$ cat src/rtl/cpu4_wbck_arb.sv
// Write-back arbiter for the cpu4 register file write port (LSU over ALU with
// an ALU anti-starvation counter) plus the per-register outstanding-load scoreboard.
module cpu4_wbck_arb #(
  parameter int XLEN        = 32,
  parameter int RFIDX_WIDTH = 5,
  parameter int RFREG_NUM   = 32
) (
  input  logic                   clk,
  input  logic                   rst,
  input  logic                   alu_wb_valid,
  output logic                   alu_wb_ready,
  input  logic [RFIDX_WIDTH-1:0] alu_wb_rd,
  input  logic [XLEN-1:0]        alu_wb_data,
  input  logic                   lsu_wb_valid,
  output logic                   lsu_wb_ready,
  input  logic [RFIDX_WIDTH-1:0] lsu_wb_rd,
  input  logic [XLEN-1:0]        lsu_wb_data,
  input  logic                   lsu_issue_valid,
  input  logic [RFIDX_WIDTH-1:0] lsu_issue_rd,
  input  logic [RFIDX_WIDTH-1:0] chk_rs1_idx,
  input  logic [RFIDX_WIDTH-1:0] chk_rs2_idx,
  input  logic [RFIDX_WIDTH-1:0] chk_rd_idx,
  output logic                   rs1_busy,
  output logic                   rs2_busy,
  output logic                   rd_busy,
  output logic                   rd_wen,
  output logic [RFIDX_WIDTH-1:0] rd_idx,
  output logic [XLEN-1:0]        rd_data,
  output logic                   sb_err
);

  // Handshake: a transfer happens when *_wb_valid and *_wb_ready are both high;
  // ready is the grant, so it never rises without valid, and a requester that
  // is not granted keeps its rd/data stable.

  logic [1:0]             alu_wait_cnt_q, alu_wait_cnt_d;
  logic                   rd_wen_q, rd_wen_d;
  logic [RFIDX_WIDTH-1:0] rd_idx_q, rd_idx_d;
  logic [XLEN-1:0]        rd_data_q, rd_data_d;
  logic                   lsu_wen_q, lsu_wen_d;
  logic [RFREG_NUM-1:1]   sb_q, sb_d;
  logic                   sb_err_q, sb_err_d;

  logic                   alu_pri;
  logic                   grant_alu;
  logic                   grant_lsu;
  logic [RFREG_NUM-1:0]   sb_full;
  logic [RFREG_NUM-1:0]   sb_next;
  logic                   clr_hit;

  always_comb begin
    alu_pri   = (alu_wait_cnt_q == 2'd3);
    grant_alu = ~rst & alu_wb_valid & (alu_pri | ~lsu_wb_valid);
    grant_lsu = ~rst & lsu_wb_valid & ~grant_alu;

    alu_wait_cnt_d = 2'd0;
    if (alu_wb_valid && !grant_alu) begin
      alu_wait_cnt_d = alu_pri ? 2'd3 : alu_wait_cnt_q + 2'd1;
    end

    rd_wen_d  = 1'b0;
    lsu_wen_d = 1'b0;
    rd_idx_d  = rd_idx_q;
    rd_data_d = rd_data_q;
    if (grant_lsu) begin
      rd_idx_d  = lsu_wb_rd;
      rd_data_d = lsu_wb_data;
      rd_wen_d  = (lsu_wb_rd != '0);
      lsu_wen_d = (lsu_wb_rd != '0);
    end else if (grant_alu) begin
      rd_idx_d  = alu_wb_rd;
      rd_data_d = alu_wb_data;
      rd_wen_d  = (alu_wb_rd != '0);
    end
  end

  // A re-issue landing on the very edge that commits the previous load to the
  // same register is a legal reuse, not a busy-register violation; set wins.
  always_comb begin
    sb_full  = {sb_q, 1'b0};
    sb_next  = sb_full;
    clr_hit  = 1'b0;
    sb_err_d = sb_err_q;
    if (lsu_wen_q) begin
      sb_next[rd_idx_q] = 1'b0;
      clr_hit           = (rd_idx_q == lsu_issue_rd);
    end
    if (lsu_issue_valid && lsu_issue_rd != '0) begin
      if (sb_full[lsu_issue_rd] && !clr_hit) begin
        sb_err_d = 1'b1;
      end
      sb_next[lsu_issue_rd] = 1'b1;
    end
    sb_d = sb_next[RFREG_NUM-1:1];
  end

  always_ff @(posedge clk) begin
    if (rst) begin
      alu_wait_cnt_q <= 2'd0;
      rd_wen_q       <= 1'b0;
      rd_idx_q       <= '0;
      rd_data_q      <= '0;
      lsu_wen_q      <= 1'b0;
      sb_q           <= '0;
      sb_err_q       <= 1'b0;
    end else begin
      alu_wait_cnt_q <= alu_wait_cnt_d;
      rd_wen_q       <= rd_wen_d;
      rd_idx_q       <= rd_idx_d;
      rd_data_q      <= rd_data_d;
      lsu_wen_q      <= lsu_wen_d;
      sb_q           <= sb_d;
      sb_err_q       <= sb_err_d;
    end
  end

  assign alu_wb_ready = grant_alu;
  assign lsu_wb_ready = grant_lsu;
  assign rs1_busy     = sb_full[chk_rs1_idx];
  assign rs2_busy     = sb_full[chk_rs2_idx];
  assign rd_busy      = sb_full[chk_rd_idx];
  assign rd_wen       = rd_wen_q;
  assign rd_idx       = rd_idx_q;
  assign rd_data      = rd_data_q;
  assign sb_err       = sb_err_q;

endmodule

$ cat config.mk
export PLATFORM = sky130hd
export DESIGN_NAME = cpu4_wbck_arb
export DESIGN_NICKNAME = d
export VERILOG_FILES = /design/src/rtl/cpu4_wbck_arb.sv
export SDC_FILE = /design/constraint.sdc
export NUM_CORES = 1
export LEC_CHECK = 0
export ABC_CLOCK_PERIOD_IN_PS = 3300
export CORE_ASPECT_RATIO = 2
export CORE_MARGIN = 1.5
export CORE_UTILIZATION = 55
export CTS_CLUSTER_SIZE = 16
export DETAILED_ROUTE_END_ITERATION = 8
export DONT_BUFFER_PORTS = 1
export GPL_ROUTABILITY_DRIVEN = 0
export GPL_TIMING_DRIVEN = 0
export PLACE_DENSITY_LB_ADDON = 0.1
export SYNTH_ARGS = -nofsm -noshare
export SYNTH_HDL_FRONTEND = slang
export SYNTH_SLANG_ARGS = --single-unit
export TNS_END_PERCENT = 50
$ cat constraint.sdc
create_clock -name clk -period 3.3 [get_ports clk]
set_input_delay 0.165 -clock clk [delete_from_list [all_inputs] [get_ports clk]]
set_output_delay 0.165 -clock clk [all_outputs]
set_load 0.05 [all_outputs]
Word-level counts from Yosys, hierarchy flattened
Index checks and enable logic that the tools add are counted.

Add/subtract/negate cells: 1. Multipliers: 0. Divide/modulo/power cells: 0. Order comparisons: 7. Equal/unequal tests: 2. Shifts and indexed selects: 0. Mux-type cells: 22. Bitwise gates (word level): 13. Reductions and logical operators: 14.

Operator list (count): 32-bit 2-to-1 mux (4); 32-bit AND (1); 32-bit NOT (1); 32-bit OR (1); 5-bit by 6-bit < comparator with 1-bit output (second input constant) (5); 1-bit binary-select mux with 5-bit select (4); 5-bit nonzero test (3); 1-bit demux with 5-bit select (2); 5-bit by 1-bit >= comparator with 1-bit output (second input constant) (2); 5-bit 2-to-1 mux (2); 1-bit 2-to-1 mux (9); 5-bit == test (1); 1-bit logical AND (5); 1-bit NOT (5); 1-bit AND (4); 2-bit OR reduction (2); 2-bit by 1-bit adder with 2-bit output (second input constant) (1); 2-bit == test (second input constant) (1); 1-bit logical NOT (2); 2-bit 2-to-1 mux (1); 2-bit AND reduction (1); 2-bit nonzero test (1); 1-bit OR (1).

Bits in registers: 73. Bits in latches: 0. Bits in writable memories: 0. Bits in read-only memories: 0. Input port bits: 99. Output and inout bits: 44. Logic and storage cells: 66. Memories kept: 0.

Longest topological paths before layout
Depth after elaboration: 9. Mapped depth: 7. Mapped depth without buffers: 5.

Worst setup path after synthesis
Ideal clock, no wire load.

Path kind: in2out. Start point: input port chk_rd_idx[0]. End point: output port rd_busy. Data arrival time: 1.614 ns. Data required time: 3.135 ns. Path slack: 1.521 ns. Stages: 4. Path buffers: 1. Cell sequence: buf_6 -> mux4_1 -> mux4_2 -> o21a_1.

Cells in the longest elaborated chain, start to end: 2.

Ends and longest elaborated chain: start, declared (line 22) `input logic [RFIDX_WIDTH-1:0] chk_rd_idx,`; 1-bit binary-select mux with 5-bit select (line 121) `assign rd_busy = sb_full[chk_rd_idx];`; 1-bit 2-to-1 mux (implied by the code) (line 121); end, declared (line 25) `output logic rd_busy,`.

Every way passes these cells. The select of a mux whose other input is x is not followed.

Worst setup path after layout
Start point: register alu_wait_cnt_q[0]. End point: register rd_data_q[25] (netlist: rd_data[25]).

Cells in the longest elaborated chain, start to end: 6. Elaborated cells on any way between the ends: 7. Classes of those cells: 1 x eq/ne; 1 x mux; 4 x bitwise; 1 x reduce/logical.

Ends and longest elaborated chain: start, declared (line 36) `logic [1:0] alu_wait_cnt_q, alu_wait_cnt_d;`; start signal, assigned (line 107) `alu_wait_cnt_q <= alu_wait_cnt_d;`; 2-bit == test (*) (line 52) `alu_pri = (alu_wait_cnt_q == 2'd3);`; 1-bit OR (*) (line 53) `grant_alu = ~rst & alu_wb_valid & (alu_pri | ~lsu_wb_valid);`; 1-bit AND (*) (line 53); 1-bit NOT (*) (line 54) `grant_lsu = ~rst & lsu_wb_valid & ~grant_alu;`; 1-bit AND (*) (line 54); via lsu_wb_ready (line 15) `output logic lsu_wb_ready,`; 32-bit 2-to-1 mux / 2-bit nonzero test (equally long branches); end signal, assigned (line 110) `rd_data_q <= rd_data_d;`; end, declared (line 39) `logic [XLEN-1:0] rd_data_q, rd_data_d;`.

The timed path passes the listed nets; every way through them passes the cells marked *. A chain may end at the register's enable or synchronous reset.

==> qor.csv <==
stage,metric,value,unit
status,outcome,completed,
layout,area grow syn2layout,25.4,%
worst_hold_path,worst hold path class,input pin to flop,
layout,Final Non-Filler Cells,657,
setup_path,Worst EP required,3.57,ns
sta,final setup fails,0,
synthesis,"Cell Area, Synth",4240,um2
route,DRC,0,
sta,setup_tns,0,ns
synthesis,compound-gate portion of the synthesized area,18.6,%
grt,largest net degree at the start of global routing,13,
layout,final net count,658,
layout,share of post-route cells with drive strength above 1,9.24,%
route,final wirelength,13.6,mm
setup_path,worst-path cell chain,"nand3_1, nand2_1, clkinv_1, clkbuf_1, nand2_1, a311oi_1, dlygate4sd3_1",
synthesis,Synth Instances,484,
clock_tree,H-Tree Depth,3,
power_and_ir_drop,pwr/cell area,468,nW/um2
route,DR vias,4256,
floorplanning,initial core utilization,56.2,%
sta,slew margin rel.,8.58,%
synthesis,Syn Area/Cell,8.76,um2
placement,HPWL after DPL,9.35,mm
clock_tree,Post-CTS Hold Buffers,64,
sta,RSZ-0062 raised after global routing,false,
placement,placed cell count,578,
route,number of DRC markers in iteration 0,203,
clock_tree,clk_lat worst skew,0.33,ns
route,WL met3,893,um
setup_path,CP arrival,2.77,ns
setup_path,number of buffers and inverters on the critical path,3,
clock_tree,Sinks on Clock Net,73,
sta,Final period util,75.6,%
grt,first-pass GRT wire length,21.2,mm
floorplanning,Die Ht,127,um
clock_tree,Longest Clk Path Bufs,2,
sta,Final Critical Period,2.49,ns
setup_path,Worst path top cell family by delay,buffers and inverters,
setup_path,crit end category,flop,
placement,Port-buffer cells,0,
route,Avg WL per Cell,20.7,um
clock_tree,Setup Buffers After CTS,0,
sta,final clock skew,0.00545,ns
clock_tree,CTS Root Cell,clkbuf_16,
layout,Diodes inserted,0,
sta,max-slew violation count,0,
synthesis,XOR/XNOR Fraction of Synth Area,1.24,%
synthesis,Syn Nets,583,
synthesis,YS warnings,0,
run,maxcap violations,0,
clock_tree,"CTS clk-pin slew, worst paths",0.06,ns
grt,vias in the first global route,4473,
synthesis,sequential area share after synthesis,34.5,%
power_and_ir_drop,Leak,2.08,nW
route,Initial DRT Pass Iterations,5,
route,Highest Signal Layer,met4,
route,Routed Antenna Nets,0,
clock_tree,CTS tree,done,
floorplanning,# rows,45,
synthesis,multiplexer share of the synthesized area,22.0,%
setup_path,Slowest cell on crit path,clkbuf_1,
setup_path,kind of critical path,flop to flop,
route,routed vias/inst,6.48,
grt,antenna violations before repair,0,
power_and_ir_drop,Peak VDD IR,0.000395,V
clock_tree,cts repair resizes,0,
setup_path,cell mode on critical path,nand2_1,
floorplanning,die width,65.1,um
synthesis,Synth cell types,42,
sta,Slew @ Worst Pin,1.37,ns
grt,grt total ovfl,0,
setup_path,Worst path max stage delay,0.76,ns
sta,Final Hold Viols,0,
floorplanning,die area,8280,um2
synthesis,Yosys reg bits,73,
synthesis,largest family of logic cells by synthesized area,multiplexers,
floorplanning,Boundary Pins,143,
sta,Achievable Freq,401,MHz
synthesis,Adder-Cell Fraction of Synth Area,0,%
setup_path,Startpoint Class,flop,
floorplanning,Core Footprint,7540,um2
route,met1 WL,4.44,mm
route,met2 routed WL,7.44,mm
grt,Total GRT Usage,33.5,%
synthesis,post-synthesis simple-gate area fraction,19.1,%
clock_tree,TritonCTS Buffers,9,
setup_path,crit path max fanout,10,
==> cells in the final DEF (no fill, tap or decap), types with 2 or more instances in the layout <==
master,netlist,final
dfxtp_1,73,73
nand2_1,116,116
o21ai_0,35,35
mux2i_1,10,10
mux4_1,21,21
xor2_1,4,4
nand3b_1,6,6
a32oi_1,2,2
or3b_2,3,3
clkinvlp_4,0,2
o21a_1,3,3
nand3_1,5,5
mux2_2,15,15
buf_6,3,3
a21oi_1,33,33
mux4_2,5,5
clkbuf_16,0,9
a311oi_1,34,34
nor2_1,48,48
dlygate4sd3_1,0,64
buf_2,9,9
bufinv_16,0,2
xnor2_1,2,2
nor3b_1,3,3
and3_1,2,2
nor3_1,2,2
o211ai_1,3,3
a221oi_1,2,2
clkbuf_1,25,25
a211oi_1,4,4
==> power breakdown <==
part	internal [mW]	leakage, nW	switching [mW]
Sequential	0.925	0.598	0.165
Clock	0.677	0.151	0.375
Combinational	0.158	1.33	0.188
==> cell families (layout without fill, tap and decap cells) <==
| kind of cell | count (synthesis) | in the layout |
|---|---|---|
| buf+inv | 41 | 120 |
| compound gates | 121 | 121 |
| simple gates | 192 | 192 |
| flops | 73 | 73 |
| xor+xnor | 6 | 6 |
| mux | 51 | 51 |
==> worst register-to-register path: stages, from the launching register on <==
cell,delay (ns)
dfxtp_1,0.34
nand3_1,0.09
nand2_1,0.08
clkinv_1,0.15
clkbuf_1,0.76
nand2_1,0.14
a311oi_1,0.29
dlygate4sd3_1,0.58
==> synthesized netlist by cell type <==
library cell  number  area [um2]
clkbuf_1          25        93.8
nor3_1             2        10.0
buf_2              9        45.0
buf_4              1        7.51
nor3b_1            3        22.5
nand2_1          116         435
mux2_2            15         169
a311oi_1          34         298
o21a_1             3        22.5
mux2i_1           10         100
mux4_1            21         552
nand2b_1           1        6.26
buf_1              1        3.75
nor2_1            48         180
or3b_2             3        26.3
a22oi_1            1        7.51
a21oi_1           33         165
buf_6              3        33.8
xnor2_1            2        17.5
o2bb2ai_1          1        8.76
inv_1              1        3.75
a221oi_1           2        17.5
o32ai_1            1        8.76
or4_1              1        7.51
or3_1              1        6.26
a31oi_1            1        6.26
nand3b_1           6        45.0
mux4_2             5         113
dfxtp_1           73        1460
a32oi_1            2        17.5
nor3b_2            1        12.5
nand3_1            5        25.0
o21ai_0           35         175
and3b_1            1        8.76
nor4_1             1        6.26
clkinv_1           1        3.75
xor2_1             4        35.0
o211a_1            1        10.0
a211oi_1           4        30.0
and3_1             2        12.5
nor2b_1            1        6.26
o211ai_1           3        22.5
==> sequential cells by signal, indices dropped and copies added, names as in the netlist <==
name and cells:
rd_data 32, sb_q 31, rd_idx 5, alu_wait_cnt_q 2
lsu_wen_q 1, rd_wen 1, sb_err 1
==> cell type report <==
type	instances	area, um2
Multi-Input combinational cell	370	2590
Fill cell	578	2230
Sequential cell	73	1460
Timing Repair Buffer	64	641
Clock buffer	10	239
Buffer	39	184
Tap cell	94	118
Clock inverter	5	80.1
Inverter	2	7.51
==> path summary, 6_finish.rpt <==
kind,from,endpoint,depth (start not counted),slack [ns]
worst min-delay path,alu_wb_data[1],rd_data[1],2,0.009
worst max register to register,alu_wait_cnt_q[0],rd_data[25],7,0.81
worst min register to register,alu_wait_cnt_q[0],alu_wait_cnt_q[0],1,0.47
worst max-delay path,alu_wait_cnt_q[0],rd_data[25],7,0.81
==> layer usage <==
layer / global-route usage, % / up-vias
li1: - / 1936
met1: 31.8 / 2037
met2: 62.3 / 221
met3: 6.43 / 62
met4: 22.7 / 0
met5: 0 / -
==> metrics by stage <==
step | util [%] | setup slack (ns) | total power, mW | instance area [um2] | hold WS, ns
floorplan | - | 1.52 | 1.30 | 4240 | 0.302
global placement | 57.7 | 1.27 | 1.36 | 4360 | 0.314
detailed placement | 57.7 | 1.24 | 1.37 | 4360 | 0.313
CTS | 70.5 | 0.846 | 2.48 | 5320 | 0.00214
global route | 70.5 | 0.625 | 2.56 | 5320 | 0.00538
finish | 70.5 | 0.806 | 2.49 | 5320 | 0.00856
No activity file was read; power rests on OpenSTA's default activity.
